`src/rtl/gesture_slide_ctrl.sv`:
```
// gesture_slide_ctrl: queues West/East gesture pulses and steps the displayed slide index, one load request at a time.
// Latency: a gesture at edge t (queue empty, idle) raises load_req after edge t+1; load_ack at edge a commits cur_idx after edge a.
// Backpressure: gestures are dropped on a full queue (sticky q_ovf); a request is held until load_ack or ACK_TIMEOUT expires.
// Build option: define GEST_SLIDE_WRAP_EN to wrap at the first/last slide instead of saturating.
module gesture_slide_ctrl #(
   parameter int N_SLIDES    = 8,
   parameter int IDX_W       = $clog2(N_SLIDES),
   parameter int QDEPTH      = 4,
   parameter int ACK_TIMEOUT = 50000000
) (
   input  logic             clk,
   input  logic             rst,
   input  logic             gest_w,
   input  logic             gest_e,
   input  logic             load_ack,
   output logic             load_req,
   output logic [IDX_W-1:0] load_idx,
   output logic [IDX_W-1:0] cur_idx,
   output logic             busy,
   output logic             q_ovf,
   output logic             timeout_err
);

   localparam int QAW   = (QDEPTH > 1) ? $clog2(QDEPTH) : 1;
   localparam int TMR_W = (ACK_TIMEOUT > 2) ? $clog2(ACK_TIMEOUT) : 1;
   localparam logic [TMR_W-1:0] TMR_LAST = TMR_W'(ACK_TIMEOUT - 1);
   localparam logic [IDX_W-1:0] IDX_LAST = IDX_W'(N_SLIDES - 1);
   localparam logic [QAW:0]     Q_FULL   = (QAW+1)'(QDEPTH);

   typedef enum logic {IDLE, REQ} state_t;

   state_t           state;
   logic [TMR_W-1:0] timer;

   // gesture queue: one bit per entry, 0 = West, 1 = East
   logic             q_mem [QDEPTH];
   logic [QAW-1:0]   q_wr_ptr;
   logic [QAW-1:0]   q_rd_ptr;
   logic [QAW:0]     q_cnt;
   logic             gest_vld;
   logic             q_vld;
   logic             q_full;
   logic             q_pop;
   logic             q_push;
   logic             q_head;
   logic [IDX_W-1:0] nxt_idx;

   // simultaneous opposite gestures cancel each other
   assign gest_vld = gest_w ^ gest_e;
   assign q_vld    = (q_cnt != '0);
   assign q_full   = (q_cnt == Q_FULL);
   assign q_pop    = q_vld && (state == IDLE);
   // a full queue still accepts when the head leaves in the same cycle
   assign q_push   = gest_vld && (!q_full || q_pop);
   assign q_head   = q_mem[q_rd_ptr];
   assign busy     = (state != IDLE) || q_vld;

   // queue storage, no reset needed: entries are only read while counted valid
   always_ff @(posedge clk) begin
      if (q_push) q_mem[q_wr_ptr] <= gest_e;
   end

   // queue pointers and occupancy
   always_ff @(posedge clk) begin
      if (rst) begin
         q_wr_ptr <= '0;
         q_rd_ptr <= '0;
         q_cnt    <= '0;
      end else begin
         if (q_push) q_wr_ptr <= q_wr_ptr + 1'b1;
         if (q_pop)  q_rd_ptr <= q_rd_ptr + 1'b1;
         case ({q_push, q_pop})
            2'b10:   q_cnt <= q_cnt + 1'b1;
            2'b01:   q_cnt <= q_cnt - 1'b1;
            default: q_cnt <= q_cnt;
         endcase
      end
   end

   // sticky flag: a gesture was lost because the queue had no room
   always_ff @(posedge clk) begin
      if (rst)                     q_ovf <= 1'b0;
      else if (gest_vld && !q_push) q_ovf <= 1'b1;
   end

   // target index for the queue head; edge behaviour depends on build option
   always_comb begin
      nxt_idx = cur_idx;
      if (q_head) begin
         if (cur_idx == IDX_LAST) begin
`ifdef GEST_SLIDE_WRAP_EN
            nxt_idx = '0;
`else
            nxt_idx = cur_idx;
`endif
         end else begin
            nxt_idx = cur_idx + 1'b1;
         end
      end else begin
         if (cur_idx == '0) begin
`ifdef GEST_SLIDE_WRAP_EN
            nxt_idx = IDX_LAST;
`else
            nxt_idx = cur_idx;
`endif
         end else begin
            nxt_idx = cur_idx - 1'b1;
         end
      end
   end

   // request FSM: issue one load per index change, commit on ack, abort on timeout
   always_ff @(posedge clk) begin
      if (rst) begin
         state       <= IDLE;
         load_req    <= 1'b0;
         load_idx    <= '0;
         cur_idx     <= '0;
         timer       <= '0;
         timeout_err <= 1'b0;
      end else begin
         timeout_err <= 1'b0;
         case (state)
            IDLE: begin
               // popped gestures that do not move the index are simply consumed
               if (q_vld && (nxt_idx != cur_idx)) begin
                  load_idx <= nxt_idx;
                  load_req <= 1'b1;
                  timer    <= '0;
                  state    <= REQ;
               end
            end
            REQ: begin
               // ack takes priority over a timeout in the same cycle
               if (load_ack) begin
                  cur_idx  <= load_idx;
                  load_req <= 1'b0;
                  state    <= IDLE;
               end else if (timer == TMR_LAST) begin
                  load_req    <= 1'b0;
                  timeout_err <= 1'b1;
                  state       <= IDLE;
               end else begin
                  timer <= timer + 1'b1;
               end
            end
            default: begin
               load_req <= 1'b0;
               state    <= IDLE;
            end
         endcase
      end
   end

endmodule

```
`config.mk`:
```
export PLATFORM = sky130hd
export DESIGN_NAME = gesture_slide_ctrl
export DESIGN_NICKNAME = d
export VERILOG_FILES = /design/src/rtl/gesture_slide_ctrl.sv
export SDC_FILE = /design/constraint.sdc
export NUM_CORES = 1
export LEC_CHECK = 0
export BUFFER_PORTS_ARGS = -buffer_cell sky130_fd_sc_hd__buf_2
export CORE_MARGIN = 1
export CORE_UTILIZATION = 50
export DETAILED_ROUTE_END_ITERATION = 10
export GPL_ROUTABILITY_DRIVEN = 0
export MAX_ROUTING_LAYER = met4
export PLACE_DENSITY = 0.71
export REMOVE_ABC_BUFFERS = 1
export SYNTH_ARGS = -nofsm -noshare
export SYNTH_HDL_FRONTEND = slang
export SYNTH_SLANG_ARGS = --single-unit
```
`constraint.sdc`:
```
create_clock -name clk -period 3.8 [get_ports clk]
set_clock_uncertainty 0.2 [all_clocks]
set_input_delay 0.38 -clock clk [delete_from_list [all_inputs] [get_ports clk]]
set_output_delay 0.38 -clock clk [all_outputs]
set_load 0.01 [all_outputs]
```
After elaboration in Yosys (flattened, before gate mapping)
Memory sizes are Yosys's and may differ from the RTL's. A register that Yosys moved wholly into a read port is not among the register bits.
Cells that the tools add are included.
- add/subtract/negate cells: 7
- eq/ne operators: 10
- multiplexer cells: 21
- bitwise logic cells: 2
- reductions and logical operators: 16
- operator list (kind ; number):
    two-way mux 26 bit ; 3
    one-hot mux 26 bit (2 select lines) ; 1
    adder 26 x 1 -> 26 bit, second input constant ; 1
    equality test 26 bit, second input constant ; 1
    two-way mux 1 bit ; 9
    two-way mux 3 bit ; 3
    adder 3 x 1 -> 3 bit, second input constant ; 2
    equality test 3 bit, second input constant ; 2
    one-hot mux 3 bit (2 select lines) ; 1
    AND reduction 2 bit ; 3
    subtractor 3 x 1 -> 3 bit, second input constant ; 2
    adder 2 x 1 -> 2 bit, second input constant ; 2
    logical AND 1 bit ; 4
    two-way mux 2 bit ; 2
    != test 2 bit, second input constant ; 2
    one-hot mux 1 bit (2 select lines) ; 2
    logical NOT 3 bit ; 1
    != test 3 x 2 -> 1 bit, second input constant ; 1
    != test 3 bit ; 1
    AND reduction 3 bit ; 1
    nonzero test 3 bit ; 1
    OR reduction 3 bit ; 1
    equality test 2 x 1 -> 1 bit, second input constant ; 1
    equality test 2 bit, second input constant ; 1
    other kinds (6) ; 8
- register bits: 43
- RAM bits: 4
- input port bits: 5
- output and inout bits: 10
- word-level logic and storage cells: 67
- memories kept: 1
- memories (memory ; words ; width ; rd ports ; clocked after memory_dff ; write ports ; line ; RTL):
    q_mem ; 4 ; 1 ; 1 ; 1 ; 1 ; 36 ; logic q_mem [QDEPTH];

Depth between registers and ports, before layout
Gate-level depths: netlist of run 1.
- word-level depth: 7
- gate-level depth with buffers: 8
- depth with buffers taken out: 7

Worst setup path after synthesis of run 1
OpenSTA, ideal clock, no wires.
- kind: flip-flop to flip-flop
- from: reg state
- to: reg q_cnt[2]
- library setup time: 0.116 ns
- arrival: 1.716 ns
- required time: 3.484 ns
- path slack: 1.768 ns
- stages on the path, launching flop included: 8
- path buffers: 1
- clock period less this slack: 2.032 ns
- cells stage by stage: dfxtp_1 clkbuf_1 nor3_1 inv_1 fa_1 xnor2_1 a21oi_1 a31o_2
- longest elaborated chain between the ends: 6
- elaborated cells on any way between the ends: 8
- classes of those cells: eq/ne: 2; mux: 1; bitwise: 1; reduce/logical: 4
- RTL lines (element ; line ; RTL):
    from (decl) ; 32 ; state_t state;
    from (signal assigned) ; 115 ; state <= IDLE;
    from (signal assigned) ; 130 ; state <= REQ;
    from (signal assigned) ; 138 ; state <= IDLE;
    inverter 1 bit * ; - ;
    logical AND 1 bit * ; 52 ; assign q_pop = q_vld && (state == IDLE);
    logical OR 1 bit ; 54 ; assign q_push = gest_vld && (!q_full || q_pop);
    logical AND 1 bit ; 54 ;
    equality test 2 x 1 -> 1 bit / equality test 2 bit (equally long branches) ; 72 ; case ({q_push, q_pop})
    one-hot mux 3 bit (2 select lines) / nonzero test 2 bit (equally long branches) ; - ;
    to (signal assigned) ; 73 ; 2'b10: q_cnt <= q_cnt + 1'b1;
    to (signal assigned) ; 74 ; 2'b01: q_cnt <= q_cnt - 1'b1;
    to (signal assigned) ; 75 ; default: q_cnt <= q_cnt;
    to (decl) ; 39 ; logic [QAW:0] q_cnt;
Mark *: on every way between the ends. The rest lies on a longest branch, timed or not.
A chain may end at the register's enable or synchronous reset.

Worst setup path after layout of run 1
- from: reg timer[0]
- to: reg timer[9]
- longest elaborated chain between the ends: 4
- elaborated cells on any way between the ends: 7
- classes of those cells: add/sub: 1; eq/ne: 2; mux: 3; reduce/logical: 1
- RTL lines (element ; line ; RTL):
    from (decl) ; 33 ; logic [TMR_W-1:0] timer;
    from (signal assigned) ; 144 ; timer <= timer + 1'b1;
    adder 26 x 1 -> 26 bit ; 144 ;
    two-way mux 26 bit ; 139 ; end else if (timer == TMR_LAST) begin
    two-way mux 26 bit ; 135 ; if (load_ack) begin
    one-hot mux 26 bit (2 select lines) ; 123 ; case (state)
Several ways; a longest one is shown, not always the timed one. The select of a mux whose other input is x is not followed.

==> flow_summary.ini, run 1 <==
[drt]
drc = 0
viasPerCell = 5.73
antenna_left = 0
vias = 2108
drt_pass1_iterations = 4
routed_wl_um = 5100
first_iter_violations = 168
routedWlPerCell_um = 13.9

[worst_setup_path]
worstRegToRegCells = 6
crit_slowest_cell = a21bo_1
crit_fanout = 28
crit_family = compound AO/OA/AOI/OAI gates
slowest_delay_ps = 740
cp.arrival_ps = 2720
worst_ep_required_time_ps = 3820
cp.buffers_inverters = 0
r2r_start = timer[0]
rr_endpoint = timer[9]
critPathKind = reg2reg
r2r_setup_slack_ps = 1100
worstSetupEndpointType = register
critPathLaunchType = register
crit_chain = ha_1, nand4_2, nor4b_4, a21bo_1, nand2_1, a311oi_1

[cells_and_area]
fin_nets = 314
syn2layout_area_growth_pct = 7.91
fillers = 448
fin_cells = 368
diodes = 0
drive_gt1_share_pct = 11.6

[timing]
worst_pin_slew_ps = 1060
finalCritPeriodShare_pct = 71.0
grt_setup_unrepaired = false
fmax_mhz = 371
slew-limit-headroom_pct = 29.5
setup_violations = 0
hold_viol_final = 0
period_needed_ps = 2700
slew_violations = 0
tns_ps = 0

[place]
port_buffers = 14
dpl.cell_count = 360
dp_hpwl_um = 3490

[synthesis]
synth.distinct_cells = 49
syn_avg_cell_area_um2 = 8.94
syn_area_mm2 = 0.00261
synth_warnings = 0
ys_ff_latch = 49
ys_seq_area_share_pct = 39.1
ys_async_sr_fraction_pct = 0
synth_area_leaders = dfxtp_1, mux2i_1, a21oi_1
syn_inst = 292
synth_top_area_share_pct = 34.5
synth-edff-count = 4
synth_ff_type = dfxtp_1
yosys.area.top_type = dfxtp_1

[cts]
numCtsBuffers = 5
clk_pin_slew_worst_paths_ps = 90
post_cts_resized = 0
htreeDepth = 2
root_buffer = clkbuf_8
clk_path_buf_depth = 2
postCtsHoldBufs = 0
postCtsSetupBuffers = 0
cts_tree = yes
cts.sinks = 49
clock_latency_ps = 310

[grt]
top_usage_layer = met2
grt_pass1_vias = 1893
grt_util_met1_pct = 27.3
use_met2_pct = 31.9
antenna_found_initial = 0
grt_first_pass_wirelength_um = 8540
grt_max_degree = 29
grt.overflow.total = 0
grt_usage_pct = 20.9
use_met3_pct = 4.47

[power]
leakage_nw = 1.04
p_clk_share_pct = 27.2
intPower_mw = 1.06
combPwrFrac_pct = 32.6
p_sw_uw = 543
pwr-share-seq_pct = 40.2
irDropWorstVdd_uv = 237
power.density_mw_per_mm2 = 568
swShare_pct = 33.9

[die]
core_area_mm2 = 0.00488
start_util_pct = 53.5
rows = 25
fp.dieH_um = 74.3
dieWidth_um = 74.3
io_pins = 15
die_area_mm2 = 0.00551

[flow_run]
cap_violations = 0

[hold_path]
holdPathStages = 1
hold_start = gest_e
min_to = q_mem[2]
holdCritPathClass = in2reg

[outcome]
status = complete, no violations
==> layout make-up <==
type	count	area, µm²	area share (%)
Multi-Input combinational cell	217	1450	51.5
Sequential cell	49	1020	36.3
Clock buffer	5	68.8	2.44
Timing Repair Buffer	16	85.1	3.02
Tap cell	67	83.8	2.98
Inverter	11	41.3	1.47
Clock inverter	3	65.1	2.31
==> through the flow <==
stage	power, mW	worst slack (ps)	utilization [%]	hold slack [ps]	instance area, µm²
CTS	1.61	1110	57.7	134	2820
floorplan	1.04	1460	-	239	2510
finish	1.60	1100	57.7	141	2820
detailed placement	1.17	1180	55.0	256	2680
global route	1.71	942	57.7	143	2820
global placement	1.16	1270	55.0	248	2680
==> power by group through the flow <==
stage | Sequential [mW] | Combinational, mW | Clock (mW)
6_report | 0.643 | 0.521 | 0.436
5_1_grt | 0.653 | 0.589 | 0.465
4_1_cts | 0.642 | 0.525 | 0.446
3_5_place_dp | 0.654 | 0.518 | 0
3_3_place_gp | 0.651 | 0.506 | 0
2_1_floorplan | 0.648 | 0.390 | 0
==> synthesized netlist by cell type (all sizes together) (4+ instances only) <==
| cell | number |
|---|---|
| nand3 | 20 |
| nand4 | 10 |
| and2 | 9 |
| nand2 | 19 |
| nor3 | 7 |
| xnor2 | 5 |
| inv | 11 |
| o21ai | 4 |
| buf | 8 |
| nor4 | 4 |
| a31oi | 8 |
| a211oi | 4 |
| ha | 8 |
| edfxtp | 4 |
| nand2b | 4 |
| nor2 | 32 |
| and3 | 4 |
| dfxtp | 45 |
| a41oi | 6 |
| a21oi | 30 |
| clkbuf | 7 |
| mux2i | 18 |
==> cell families (layout without fill, tap and decap cells) <==
| family | after synthesis | after routing | share of synthesized area [%] |
|---|---|---|---|
| AND/OR/NAND/NOR | 117 | 117 | 24.6 |
| AO/OA/AOI/OAI | 63 | 63 | 15.5 |
| flip-flops | 49 | 49 | 39.1 |
| buffers and inverters | 26 | 35 | 5.27 |
| multiplexers | 20 | 20 | 8.20 |
| adder cells (fa/ha/maj) | 9 | 9 | 4.60 |
| XOR/XNOR | 8 | 8 | 2.68 |
==> worst max path at each step <==
stage                  start   endpoint  slack (ps)  depth (start not counted)
finish              timer[0]   timer[9]        1100                          6
CTS                 timer[0]   timer[9]        1110                          6
floorplan              state  timer[20]        1460                          4
global route        timer[0]   timer[9]         940                          6
global placement    timer[0]   timer[9]        1270                          6
detailed placement  timer[0]   timer[9]        1180                          6
==> state kept, by name, summed over array words and instances, names as in the netlist, named ones only <==
register and cells:
timeout_err 1, load_idx 3, q_cnt 3, q_ovf 1, q_rd_ptr 2, cur_idx 3
load_req 1, state 1, q_wr_ptr 2, q_mem 4, timer 26
==> layout by cell type (no fill, tap or decap), types with 9 or more instances in the layout <==
master	instances
nor2_1	31
nand4_1	9
nand3_1	20
a21oi_1	29
mux2i_1	18
inv_1	11
buf_2	14
nand2_1	19
dfxtp_1	45
==> layer usage <==
| layer | share of wire (%) | wire [µm] | vias to the layer above |
|---|---|---|---|
| met5 | 0 | 0 | - |
| met4 | 1.7 | 87 | 0 |
| met3 | 3.4 | 174 | 9 |
| met2 | 46 | 2350 | 36 |
| met1 | 49 | 2490 | 987 |
| li1 | - | - | 1076 |
Power figures use the tool's default switching activity.
==> run 2: changes to the inputs <==
- clock period: 3.8 -> 2.73 ns (I/O delays scaled with it)
==> run 2 against run 1 <==
Compared with the run above: hold slack worse by 100 ps; clock power is 19% higher; sequential share of layout area is 0.27 points lower; non-clock buffer count is 5 higher; utilization is 0.44 points higher; wire length is 1.3% higher; largest cell class unchanged; sequential cell count stayed put; combinational power is 48% higher; via count is 3.5% higher; global-route usage is 0.44 points higher.
==> flow_summary.ini, run 2 (synthesis results as in run 1) <==
[cts]
clk_pin_slew_worst_paths_ps = 90
cts.sinks = 49
clk_path_buf_depth = 2
htreeDepth = 2
numCtsBuffers = 5
cts_tree = yes
root_buffer = clkbuf_8
clock_latency_ps = 310

[drt]
vias = 2181
routed_wl_um = 5160
viasPerCell = 5.85
drc = 0
first_iter_violations = 160
antenna_left = 0
routedWlPerCell_um = 13.8
drt_pass1_iterations = 4

[timing]
finalWorstSetupSlack_ps = 362
grt_setup_unrepaired = false
slew-limit-headroom_pct = 52.7
worst_pin_slew_ps = 708
finalCritPeriodShare_pct = 86.7
hold_viol_final = 0
fmax_mhz = 422
setup_violations = 0
period_needed_ps = 2370
tns_ps = 0
slew_violations = 0

[worst_setup_path]
critPathLaunchType = register
cp.arrival_ps = 2410
cp-startpoint = timer[0]
slowest_delay_ps = 610
crit_slowest_cell = a211oi_2
critPathKind = reg2reg
crit_chain = ha_1, nand4_2, nor4b_4, a211oi_2, buf_4, nand4_1, mux2i_1
worstRegToRegCells = 7
worstSetupEndpointType = register
r2r_setup_slack_ps = 360
rr_endpoint = timer[20]
r2r_start = timer[0]
crit_fanout = 13
worst_ep_required_time_ps = 2770

[cells_and_area]
diodes = 0
fin_nets = 319
top_regs = timer (26), q_mem (4)
most-common-layout-cells = dfxtp_1, nor2_1, a21oi_1, nand3_1, nand2_1
post-route-util_pct = 58.2
final_common_cell = dfxtp_1
drive_gt1_share_pct = 12.7
fillers = 476
largest_register = timer
syn2layout_area_growth_pct = 8.72
largest_reg_flops = 26

[hold_path]
holdCritPathClass = in2reg
hold_start = gest_e
min_to = q_mem[2]
holdPathStages = 1

[place]
dp_worst_setup_slack_ps = 208
dp_hpwl_um = 3570
port_buffers = 14

[die]
io_pins = 15
fp.dieH_um = 74.3
start_util_pct = 53.5
rows = 25
die_area_mm2 = 0.00551
core_area_mm2 = 0.00488
dieWidth_um = 74.3

[grt]
grt_usage_pct = 21.4
antenna_found_initial = 0
grt.overflow.total = 0
grt_max_degree = 24
grt_pass1_vias = 1934
grt_first_pass_wirelength_um = 8760

[flow_run]
cap_violations = 0

[power]
irDropWorstVdd_uv = 386
power.density_mw_per_mm2 = 767
leakage_nw = 1.05

[outcome]
status = complete, no violations
==> run 2: changes by cell type in the layout (fill, tap and decap cells not counted) <==
cell        before  now
a21oi_4          0    1
bufinv_16        2    1
clkinv_2         1    0
clkinvlp_4       0    1
clkinv_1         0    1
a21oi_2          1    0
buf_4            2    7
==> run 2: critical path, delay by kind of cell (launching register included) <==
family / cells / cell delay, ps
buffers and inverters: 1 / 320
muxes: 1 / 140
DFF: 1 / 350
adders and majority gates: 1 / 260
and+or+nand+nor: 3 / 410
AOI/OAI and AO/OA: 1 / 610
==> run 2: cell type report <==
class	count	area, µm²	area share, %
Sequential cell	49	1020	36.0
Tap cell	67	83.8	2.95
Clock inverter	3	41.3	1.46
Clock buffer	5	68.8	2.43
Multi-Input combinational cell	217	1460	51.4
Timing Repair Buffer	21	123	4.32
Inverter	11	41.3	1.46
==> run 2: how the worst max path moves through the flow <==
| stage | depth (start not counted) | to |
|---|---|---|
| after floorplan | 4 | timer[20] |
| after global placement | 5 | timer[2] |
| after detailed placement | 5 | timer[12] |
| after CTS | 5 | timer[12] |
| after global routing | 5 | timer[12] |
| final | 7 | timer[20] |
==> run 2: through the flow <==
step	total power, mW	hold slack, ps	std cells	area, µm²
2_1_floorplan	1.44	142	277	2510
3_3_place_gp	1.65	258	365	2720
3_5_place_dp	1.67	258	365	2720
4_1_cts	2.18	30.9	373	2830
5_1_grt	2.33	29.1	373	2840
6_report	2.18	40.9	373	2840
==> run 2: metal layers <==
metal / vias to the layer above / track usage [%] / part of all wire [%]
li1: 1087 / - / -
met1: 1035 / 28.5 / 49
met2: 49 / 31.8 / 45
met3: 10 / 4.20 / 4.4
met4: 0 / 8.60 / 1.7
met5: - / - / 0
==> run 2: what timing repair did <==
action,4_1_cts,5_1_grt
endpoints found under the hold margin,0,0
hold buffers,0,0
setup endpoints to repair,0,11
buffers inserted,0,0
gates resized for setup,0,1
==> run 2: report_power, final <==
part | switching (mW) | internal, mW | total [mW]
Combinational | 0.446 | 0.323 | 0.769
Clock | 0.247 | 0.270 | 0.517
Sequential | 0.0806 | 0.811 | 0.892
Total | 0.774 | 1.40 | 2.18
